File: src/rtl/alu_arbiter.sv
// Round-robin arbiter sharing one ALU between NUM_REQ requesters.
// One operation in flight: grant in IDLE, compute in EXEC, hold the response in RESP.

package alu_opcodes_pkg;
    localparam logic [3:0] OP_ALU_ADD  = 4'h0;
    localparam logic [3:0] OP_ALU_SUB  = 4'h1;
    localparam logic [3:0] OP_ALU_AND  = 4'h2;
    localparam logic [3:0] OP_ALU_OR   = 4'h3;
    localparam logic [3:0] OP_ALU_XOR  = 4'h4;
    localparam logic [3:0] OP_ALU_SLL  = 4'h5;
    localparam logic [3:0] OP_ALU_SRL  = 4'h6;
    localparam logic [3:0] OP_ALU_SRA  = 4'h7;
    localparam logic [3:0] OP_ALU_SLT  = 4'h8;
    localparam logic [3:0] OP_ALU_SLTU = 4'h9;
endpackage

module alu #(
    parameter int WIDTH = 32
) (
    input  logic [3:0]       i_op,
    input  logic [WIDTH-1:0] i_a,
    input  logic [WIDTH-1:0] i_b,
    output logic [WIDTH-1:0] o_result
);
    import alu_opcodes_pkg::*;

    localparam int SW = $clog2(WIDTH);

    logic [SW-1:0] w_shamt;
    assign w_shamt = i_b[SW-1:0];

    always_comb begin
        o_result = '0;
        case (i_op)
            OP_ALU_ADD:  o_result = i_a + i_b;
            OP_ALU_SUB:  o_result = i_a - i_b;
            OP_ALU_AND:  o_result = i_a & i_b;
            OP_ALU_OR:   o_result = i_a | i_b;
            OP_ALU_XOR:  o_result = i_a ^ i_b;
            OP_ALU_SLL:  o_result = i_a << w_shamt;
            OP_ALU_SRL:  o_result = i_a >> w_shamt;
            OP_ALU_SRA:  o_result = $signed(i_a) >>> w_shamt;
            OP_ALU_SLT:  o_result = {{(WIDTH-1){1'b0}}, $signed(i_a) < $signed(i_b)};
            OP_ALU_SLTU: o_result = {{(WIDTH-1){1'b0}}, i_a < i_b};
            default:     o_result = '0;
        endcase
    end
endmodule

// state | meaning
// IDLE  | searching for a winner from rr_ptr, grant is combinational
// EXEC  | captured operands feed the ALU, result registered at the edge
// RESP  | response held to the owner until its rsp_ready (or flush)
module alu_arbiter #(
    parameter int WIDTH   = 32,
    parameter int NUM_REQ = 2
) (
    input  logic                     i_clk,
    input  logic                     i_rst_n,
    input  logic                     i_flush,
    input  logic [NUM_REQ-1:0]       i_req_valid,
    output logic [NUM_REQ-1:0]       o_req_ready,
    input  logic [4*NUM_REQ-1:0]     i_req_op,
    input  logic [WIDTH*NUM_REQ-1:0] i_req_a,
    input  logic [WIDTH*NUM_REQ-1:0] i_req_b,
    output logic [NUM_REQ-1:0]       o_rsp_valid,
    input  logic [NUM_REQ-1:0]       i_rsp_ready,
    output logic [WIDTH-1:0]         o_rsp_result,
    output logic                     o_busy
);
    localparam int PW = $clog2(NUM_REQ);

    typedef enum logic [1:0] {S_IDLE, S_EXEC, S_RESP} state_t;

    state_t             r_state;
    logic [PW-1:0]      r_rr_ptr;
    logic [PW-1:0]      r_owner;
    logic [3:0]         r_op;
    logic [WIDTH-1:0]   r_a;
    logic [WIDTH-1:0]   r_b;
    logic [WIDTH-1:0]   r_result;
    logic [NUM_REQ-1:0] r_rsp_valid;

    logic [2*NUM_REQ-1:0] w_dbl;
    logic [NUM_REQ-1:0]   w_rot;
    logic [PW-1:0]        w_off;
    logic                 w_found;
    logic [PW:0]          w_sum;
    logic [PW-1:0]        w_winner;
    logic [NUM_REQ-1:0]   w_grant;
    logic [3:0]           w_op;
    logic [WIDTH-1:0]     w_a;
    logic [WIDTH-1:0]     w_b;
    logic [WIDTH-1:0]     w_alu_result;
    logic [PW-1:0]        w_next_ptr;

    // Rotate valids so bit 0 is the requester at rr_ptr; the lowest set bit wins.
    assign w_dbl = {i_req_valid, i_req_valid} >> r_rr_ptr;
    assign w_rot = w_dbl[NUM_REQ-1:0];

    always_comb begin
        w_found = 1'b0;
        w_off   = '0;
        for (int j = NUM_REQ - 1; j >= 0; j--) begin
            if (w_rot[j]) begin
                w_found = 1'b1;
                w_off   = PW'(j);
            end
        end
    end

    assign w_sum    = {1'b0, r_rr_ptr} + {1'b0, w_off};
    assign w_winner = (w_sum >= (PW+1)'(NUM_REQ)) ? PW'(w_sum - (PW+1)'(NUM_REQ))
                                                   : w_sum[PW-1:0];
    assign w_next_ptr = (w_winner == PW'(NUM_REQ - 1)) ? '0 : w_winner + 1'b1;

    assign w_grant = (r_state == S_IDLE && !i_flush && i_rst_n && w_found)
                     ? (NUM_REQ'(1) << w_winner) : '0;

    always_comb begin
        w_op = '0;
        w_a  = '0;
        w_b  = '0;
        for (int k = 0; k < NUM_REQ; k++) begin
            if (w_winner == PW'(k)) begin
                w_op = i_req_op[4*k +: 4];
                w_a  = i_req_a[WIDTH*k +: WIDTH];
                w_b  = i_req_b[WIDTH*k +: WIDTH];
            end
        end
    end

    alu #(.WIDTH(WIDTH)) u_alu (
        .i_op     (r_op),
        .i_a      (r_a),
        .i_b      (r_b),
        .o_result (w_alu_result)
    );

    always_ff @(posedge i_clk or negedge i_rst_n) begin
        if (!i_rst_n) begin
            r_state     <= S_IDLE;
            r_rr_ptr    <= '0;
            r_owner     <= '0;
            r_op        <= '0;
            r_a         <= '0;
            r_b         <= '0;
            r_result    <= '0;
            r_rsp_valid <= '0;
        end else begin
            case (r_state)
                S_IDLE: begin
                    if (|w_grant) begin
                        r_op     <= w_op;
                        r_a      <= w_a;
                        r_b      <= w_b;
                        r_owner  <= w_winner;
                        r_rr_ptr <= w_next_ptr;
                        r_state  <= S_EXEC;
                    end
                end
                S_EXEC: begin
                    if (i_flush) begin
                        r_state <= S_IDLE;
                    end else begin
                        r_result    <= w_alu_result;
                        r_rsp_valid <= NUM_REQ'(1) << r_owner;
                        r_state     <= S_RESP;
                    end
                end
                S_RESP: begin
                    // Flush takes priority over a simultaneous rsp_ready.
                    if (i_flush || i_rsp_ready[r_owner]) begin
                        r_rsp_valid <= '0;
                        r_state     <= S_IDLE;
                    end
                end
                default: begin
                    r_rsp_valid <= '0;
                    r_state     <= S_IDLE;
                end
            endcase
        end
    end

    assign o_req_ready  = w_grant;
    assign o_rsp_valid  = r_rsp_valid;
    assign o_rsp_result = r_result;
    assign o_busy       = (r_state != S_IDLE);
endmodule
File: config.mk
export PLATFORM = sky130hd
export DESIGN_NAME = alu_arbiter
export DESIGN_NICKNAME = d
export VERILOG_FILES = /design/src/rtl/alu_arbiter.sv
export SDC_FILE = /design/constraint.sdc
export NUM_CORES = 1
export LEC_CHECK = 0
export BUFFER_PORTS_ARGS = -buffer_cell sky130_fd_sc_hd__clkbuf_2
export CAP_MARGIN = 5
export CORE_MARGIN = 1.5
export CORE_UTILIZATION = 35
export CTS_CLUSTER_DIAMETER = 40
export DETAILED_ROUTE_END_ITERATION = 6
export GPL_TIMING_DRIVEN = 0
export SLEW_MARGIN = 20
export SYNTH_ARGS = -nofsm -noshare
export SYNTH_HDL_FRONTEND = slang
export SYNTH_HIERARCHICAL = 1
export SYNTH_SLANG_ARGS = --single-unit
File: constraint.sdc
create_clock -name i_clk -period 8.1 [get_ports i_clk]
set_clock_uncertainty 0.15 [all_clocks]
set_input_delay 0.405 -clock i_clk [delete_from_list [all_inputs] [get_ports i_clk]]
set_output_delay 0.405 -clock i_clk [all_outputs]
set_load 0.02 [all_outputs]
==> results of run 1 <==
-- metal layers --
metal / part of all wire (%) / track usage [%] / vias up
met3: 8.9 / 5.58 / 163
met1: 42 / 47.3 / 7249
met2: 44 / 53.1 / 964
li1: - / - / 6407
met5: 0 / 0 / -
met4: 4.7 / 14.7 / 0
-- cells in the final DEF, fill, tap and decap left out, types with 26 or more instances in the layout --
cell      synthesis  routed
nor2_1          157     156
nor3_1           60      58
buf_2            39      39
mux2_2           38      38
clkbuf_2          0     177
a21oi_1         122     122
ha_1             98      98
nand2_1         143     143
mux4_2           51      51
mux2i_1          39      39
a221o_1          70      70
nor3_2           41      43
clkbuf_1         81      81
o21ai_0         105     105
dfrtp_1         106     106
nand3_1          26      26
inv_1            97      97
-- registers in the layout, indices dropped and copies added, names as in the netlist --
| register | count |
|---|---|
| o_rsp_valid | 2 |
| o_rsp_result | 32 |
| r_op | 4 |
| r_owner | 1 |
| r_b | 32 |
| r_state | 2 |
| r_rr_ptr | 1 |
| r_a | 32 |
-- worst reg2reg max path, cell delays in order (launching register included) --
cell and delay [ns]:
dfrtp_1 0.62, inv_1 0.20, clkbuf_1 0.64, clkbuf_1 0.63, ha_1 0.36, buf_2 0.17
a21o_1 0.17, a21oi_1 0.26, a21oi_2 0.16, o31ai_1 0.54, o311ai_2 0.20, a221oi_1 0.69
mux2i_1 0.22, xnor2_1 0.30, o221ai_1 0.25, mux2_2 0.33
-- report_power, final --
part,switching (mW),internal [mW]
Clock,0.235,0.234
Combinational,2.20,1.20
Sequential,0.326,0.686
-- area by class of cell --
type	instances	area (um^2)
well taps	511	639
fillers	3966	22400
diodes	1	2.50
clock buffers	11	253
plain buffers	140	642
repair buffers	180	937
inverters	99	372
clock inverters	5	48.8
multi-input cells	1270	9590
flip-flops and latches	106	2650
-- worst max path at each step --
stage,startpoint,endpoint,slack [ns],cells after the start
after CTS,r_b[3],o_rsp_result[21],2.31,15
after floorplan,r_b[2],o_rsp_result[24],4.18,15
after global routing,r_b[3],o_rsp_result[21],1.95,15
after detailed placement,r_b[3],o_rsp_result[21],2.35,15
after global placement,r_b[3],o_rsp_result[21],2.23,15
final,r_b[3],o_rsp_result[21],2.10,15
-- stage by stage --
step                      area [um^2]  hold WS (ns)  cells  setup WS [ns]
after floorplan                 13200       -0.0406   1615           4.18
after global placement          14800         0.328   2304           2.23
after detailed placement        14800         0.207   2305           2.35
after CTS                       15100        0.0865   2322           2.31
after global routing            15100        0.0964   2322           1.95
final                           15100         0.102   2323           2.10
-- cells by family after synthesis --
logic type	after synthesis
flip-flops	106
adder cells (fa/ha/maj)	100
AND/OR/NAND/NOR	506
buffers and inverters	239
multiplexers	128
XOR/XNOR	20
AO/OA/AOI/OAI	516
-- what timing repair did --
item	CTS	global route
gates resized for setup	0	0
endpoints found under the hold margin	40	0
hold buffers	1	0
==> summary.md, run 1 <==
| Metric | Value |
|---|---|
| Clock sink count | 106 |
| Fin Setup TNS | 0 ns |
| Post-synth EDFFs | 0 |
| Synth Area in Adders | 9.56% |
| Post-DP HPWL | 55.0 mm |
| Synth Warn # | 6 |
| Most common library cells after synthesis | nor2_1, nand2_1, a21oi_1 |
| DR DRC count | 0 |
| Global placement routability congestion | slightly above 1 |
| Clock Tree Buf Depth | 2 |
| Die Ht | 198 um |
| Setup bufs post-CTS | 0 |
| Fin. Hold Viols | 0 |
| Leakage | 6.54 nW |
| Startpoint types | flop |
| H-Tree Depth | 3 |
| CP endpoint kind | flop |
| DR vias/cell | 6.36 |
| Mean Syn Cell Area | 8.20 um^2 |
| Final min period | 6.00 ns |
| Seq cells post-synth | 106 |
| Mapped Cells | 1615 |
| HP Start | i_req_b[14] |
| Routed Antenna Nets | 0 |
| Initial DRT Pass Iterations | 7 |
| Synth area leader | dfrtp_1 |
| Slowest cell on crit path | a221oi_1 |
| Post-Synth Simple-Gate Area | 18.9% |
| R2R setup slack | 2.10 ns |
| Vias in the first global route | ~14k |
| Synth Area in Compound Gates | ~28% |
| Via count | ~15k |
| Hold Path Class | in -> reg |
| DR iter-0 viols | around 1.9k |
| Power per cell area | 322 nW/um^2 |
| Peak VDD IR | between 100 and 150 uV |
| Initial Util | 35.3% |
| Die area | between 30000 and 40000 um^2 |
| Final Setup Violations | 0 |
| Mapped Area | 13200 um^2 |
| Tot Pwr | slightly below 5 mW |
| I/O pin cnt | 180 |
| Syn_nets | 1858 |
| Crit path DAT | 6.11 ns |
| Achievable frequency | 167 MHz |
| Post-synthesis mux area share | roughly 15% |
| Cell family with most CP delay | compound AO/OA/AOI/OAI gates |
| Worst-path fanout max | 11 |
| CTS tree | yes |
| First-pass GRT wire length | 97.3 mm |
| Share of cells above drive strength 1 | 22.4% |
| GRT Total Usage | 34.4% |
| Crit path top cell by count | clkbuf_1 |
| Final core utilization | 40.4% |
| CP cell instances | inv_1 > clkbuf_1 > clkbuf_1 > ha_1 > buf_2 > a21o_1 > a21oi_1 > a21oi_2 > o31ai_1 > o311ai_2 > a221oi_1 > mux2i_1 > xnor2_1 > o221ai_1 > mux2_2 |
| Largest family of logic cells by synthesized area | compound AO/OA/AOI/OAI gates |
| Reg2Reg Launch Point | r_b[3] |
| RSZ-0062 raised after global routing | false |
| Worst-Margin Slew | ~1.1 ns |
| Clock transition at path regs | 0.08 ns |
| Worst skew pair latency | 0.38 ns |
| Critical register-to-register path endpoint | o_rsp_result[21] |
| Ys async rst share | 100% |
| Core area | 37500 um^2 |
| Synth Flop Type | dfrtp_1 |
| Row cnt | 71 |
| Slew headroom | 25.7% |
| Clk root buf | clkbuf_16 |
| Hold endpoint | r_b[14] |
| Antenna violations before repair | 2 |
| Maxcap violations | 0 |
| Leading cell type by number of instances after synthesis | nor2_1 |
| Layout Nets | around 2.0k |
| Data required time of the worst path | approximately 8.2 ns |
| Port buffer count | 178 |
| Worst Setup Path Type | reg -> reg |
| Global route overflow | 0 |
| Delay of the slowest critical-path stage | 0.69 ns |
| Die W | 198 um |
| Post-synth top area share | 20.0% |
| Status | completed |
| Worst r2r path cells | 15 |
| Cts bufs inserted | 9 |
| Hold path cells | 2 |
| Tcrit/Tclk final | around 74% |
| WP buf/inv | 4 |
| Area contributors post-synth | dfrtp_1, ha_1, mux4_2 |
| Synth Area in XOR/XNOR | approximately 1.3% |
| Drt wl/cell | 29.0 um |
| Routed WL | 67.3 mm |
| Distinct cell type count after synthesis | 84 |
| Largest net degree at the start of global routing | 67 |
| Area Growth Syn to Fin | 14.3% |
| Seq/Total Area, Yosys | 20.0% |
| Fin. max-slew vios | 0 |
No activity file was read; power rests on OpenSTA's default activity.
==> run 2, diff against run 1 <==
- ABC_AREA: default -> 1
- clock period: 8.1 -> 4.9 ns (I/O delays scaled with it)
==> summary.md, run 2 <==
| Metric | Value |
|---|---|
| Register area | 2650 um^2 (unchanged) |
| Power per cell area | 492 nW/um^2 (+53%) |
| Area of the multi-input gates | 10200 um^2 (+6.6%) |
| Routed Antenna Nets | 0 (unchanged) |
| Hold endpoint | r_b[10] |
| Routed WL | 84.4 mm (+25%) |
| Worst Setup Path Type | reg -> reg |
| Layout Nets | 3190 (+56%) |
| RSZ-0062 raised after global routing | false |
| Leading cell type by number of instances after synthesis | nand2_1 |
| Crit path DAT | 4.14 ns (-1.97 ns) |
| Post-DP HPWL | 70.5 mm (+28%) |
| Most common library cells after synthesis | nand2_1, nand3_1, inv_1 |
| Internal power | 3.43 mW (+62%) |
| Largest family of logic cells by synthesized area | simple AND/OR/NAND/NOR gates |
| Hold buffer count at cts | 134 (+133) |
| Setup bufs post-CTS | 0 (unchanged) |
| Sw Share | 61.8% (+5.2 points) |
| Fin Setup TNS | 0 ns (unchanged) |
| Slew headroom | 25.5% (-0.16 points) |
| Status | completed |
| Mean Syn Cell Area | 5.72 um^2 (-30%) |
| CP endpoint kind | flop |
| Port buffer count | 179 (+0.56%) |
| I/O pin cnt | 180 (unchanged) |
| Reg2Reg Launch Point | r_b[3] |
| Maxcap violations | 0 (unchanged) |
| Seq/Total Area, Yosys | 17.7% (-2.3 points) |
| Drt wl/cell | 24.2 um (-16%) |
| Initial DRT Pass Iterations | 6 (-1) |
| Synth Area in XOR/XNOR | 0% (-1.3 points) |
| R2R setup slack | 0.88 ns (-1.22 ns) |
| Peak VDD IR | 245 uV (+110%) |
| Clock sink count | 106 (unchanged) |
| Fin. max-slew vios | 0 (unchanged) |
| First-pass GRT wire length | 121 mm (+24%) |
| Switch Pwr | 5.55 mW (+100%) |
| Worst-path fanout max | 11 (unchanged) |
| Clk root buf | clkbuf_16 |
| Startpoint types | flop |
| Seq cells post-synth | 106 (unchanged) |
| Synth Warn # | 6 (unchanged) |
| Area contributors post-synth | nand3_1, nand2_1, dfrtp_1 |
| Post-synth EDFFs | 0 (unchanged) |
| Synth Area in Adders | 8.44% (-1.1 points) |
| Via count | 19.7k (+33%) |
| Clock Tree Buf Depth | 2 (unchanged) |
| Die Ht | 210 um (+6.3%) |
| Core area | 42100 um^2 (+12%) |
| Final min period | 4.02 ns (-1.98 ns) |
| Area Growth Syn to Fin | 21.7% |
| HP Start | i_req_b[10] |
| Largest net degree at the start of global routing | 81 (+21%) |
| Mapped Area | 15000 um^2 (+13%) |
| Combinational power share | 74.0% (+4.3 points) |
| Synth area leader | nand3_1 |
| CTS tree | yes |
| Vias in the first global route | 18.3k (+33%) |
| Dpl ws | 1.03 ns (-1.31 ns) |
| Synth Area in Compound Gates | 10.1% (-18 points) |
| GRT Total Usage | 37.8% (+3.5 points) |
| H-Tree Depth | 3 (unchanged) |
| Worst skew pair latency | 0.40 ns (+0.02 ns) |
| Share of cells above drive strength 1 | 12.4% (-10 points) |
| Fin. Hold Viols | 0 (unchanged) |
| Ys async rst share | 100% (unchanged) |
| Tcrit/Tclk final | 82.1% (+8.0 points) |
| Mapped Cells | 2622 (+62%) |
| Fillers | 4639 (+17%) |
| Diode count | 0 (-1) |
| Data required time of the worst path | 5.02 ns (-3.19 ns) |
| Synth Flop Type | dfrtp_1 |
| Clock transition at path regs | 0.08 ns (about the same) |
| Hold path cells | 3 (+1) |
| Die area | 44100 um^2 (+13%) |
| PostCTS Resize Cnt | 0 (unchanged) |
| DR vias/cell | 5.64 (-11%) |
| Antenna violations before repair | 0 (-2) |
| Cts bufs inserted | 9 (unchanged) |
| Achievable frequency | 249 MHz (+49%) |
| Row cnt | 75 (+5.6%) |
| Global placement routability congestion | 1.05 (+1.4%) |
| Global route overflow | 0 (unchanged) |
| Worst-Margin Slew | 1.12 ns (+0.00242 ns) |
| Final WS setup | 0.878 ns (-1.22 ns) |
| Leakage | 9.77 nW (+49%) |
| Post-Synth Simple-Gate Area | 49.4% (+30 points) |
| Final Setup Violations | 0 (unchanged) |
| Clk pwr share | 8.7% (-0.9 points) |
| Critical register-to-register path endpoint | o_rsp_result[12] |
| Initial Util | 35.6% (+0.28 points) |
| Distinct cell type count after synthesis | 50 (-40%) |
| DR DRC count | 0 (unchanged) |
| DR iter-0 viols | 2283 (+18%) |
| Leading cell types in the layout, fill and taps excluded | nand2_1, nand3_1, inv_1 |
| Worst r2r path cells | 18 (+3) |
| Sequential power share | 17.3% (-3.4 points) |
| Hold Path Class | in -> reg |
| Post-synthesis mux area share | 0.217% (-15 points) |
| Die W | 210 um (+6.3%) |
| Commonest non-fill, non-tap cell in the layout | nand2_1 |
| Post-synth top area share | 20.7% (+0.66 points) |
| Syn_nets | 2865 (+54%) |
[run 2: power groups by stage]
stage | combinational [mW] | clock, mW | sequential, mW
floorplan | 3.82 | 0 | 1.45
global placement | 6.16 | 0 | 1.54
detailed placement | 6.14 | 0 | 1.55
CTS | 6.38 | 0.802 | 1.53
global route | 7.14 | 0.828 | 1.57
finish | 6.65 | 0.780 | 1.55
[run 2: worst max path at each step]
stage / start / end / cells after the start / slack [ns]
2_1_floorplan: r_b[3] / o_rsp_result[31] / 19 / 2.19
4_1_cts: r_b[3] / o_rsp_result[31] / 20 / 1.03
3_3_place_gp: i_rst_n / o_req_ready[0] / 8 / 1.04
3_5_place_dp: r_b[3] / o_rsp_result[31] / 20 / 1.03
6_report: r_b[3] / o_rsp_result[12] / 18 / 0.88
5_1_grt: r_b[3] / o_rsp_result[31] / 20 / 0.71
[run 2: final cells by class]
type                            count  area share [%]
Timing Repair Buffer              314            12.5
Multi-Input combinational cell   2040            56.0
Buffer                            137            4.61
Clock buffer                        9            1.23
Tap cell                          539            3.70
Clock inverter                      7           0.411
Inverter                          339            7.05
Sequential cell                   106            14.5
[run 2: per-layer routing]
layer	vias up	part of all wire, %	global-route usage (%)
met5	-	0	0
met4	0	4.9	17.0
met3	137	11	9.61
met2	1152	40	54.2
met1	9189	44	53.0
li1	9212	-	-
[run 2: worst max-delay path, stage by stage (launching register included)]
cell and delay, ns:
dfrtp_1 0.48, buf_2 0.20, inv_2 0.21, buf_2 0.35, buf_2 0.43, ha_1 0.31
buf_4 0.18, nand2_1 0.06, nand2_1 0.08, inv_1 0.06, o21ai_1 0.20, nand2_1 0.14
nand3_1 0.20, o21ai_0 0.30, nand2_1 0.13, nor2_1 0.12, nand2_1 0.13, inv_1 0.07
o21ai_0 0.08
[run 2: kinds of logic after synthesis]
kind of cell | count (synthesis)
multiplexers | 2
AND/OR/NAND/NOR | 1669
buffers and inverters | 476
flip-flops | 106
AO/OA/AOI/OAI | 269
adder cells (fa/ha/maj) | 100
[run 2: through the flow]
step	power, mW	std cells	area (um^2)	util [%]	hold slack, ns
floorplan	5.27	2622	15000	-	-0.201
global placement	7.71	3340	16600	39.3	0.313
detailed placement	7.69	3341	16600	39.4	0.00541
CTS	8.71	3491	18200	43.3	0.000181
global route	9.54	3491	18200	43.3	0.0314
finish	8.98	3491	18200	43.3	0.0117
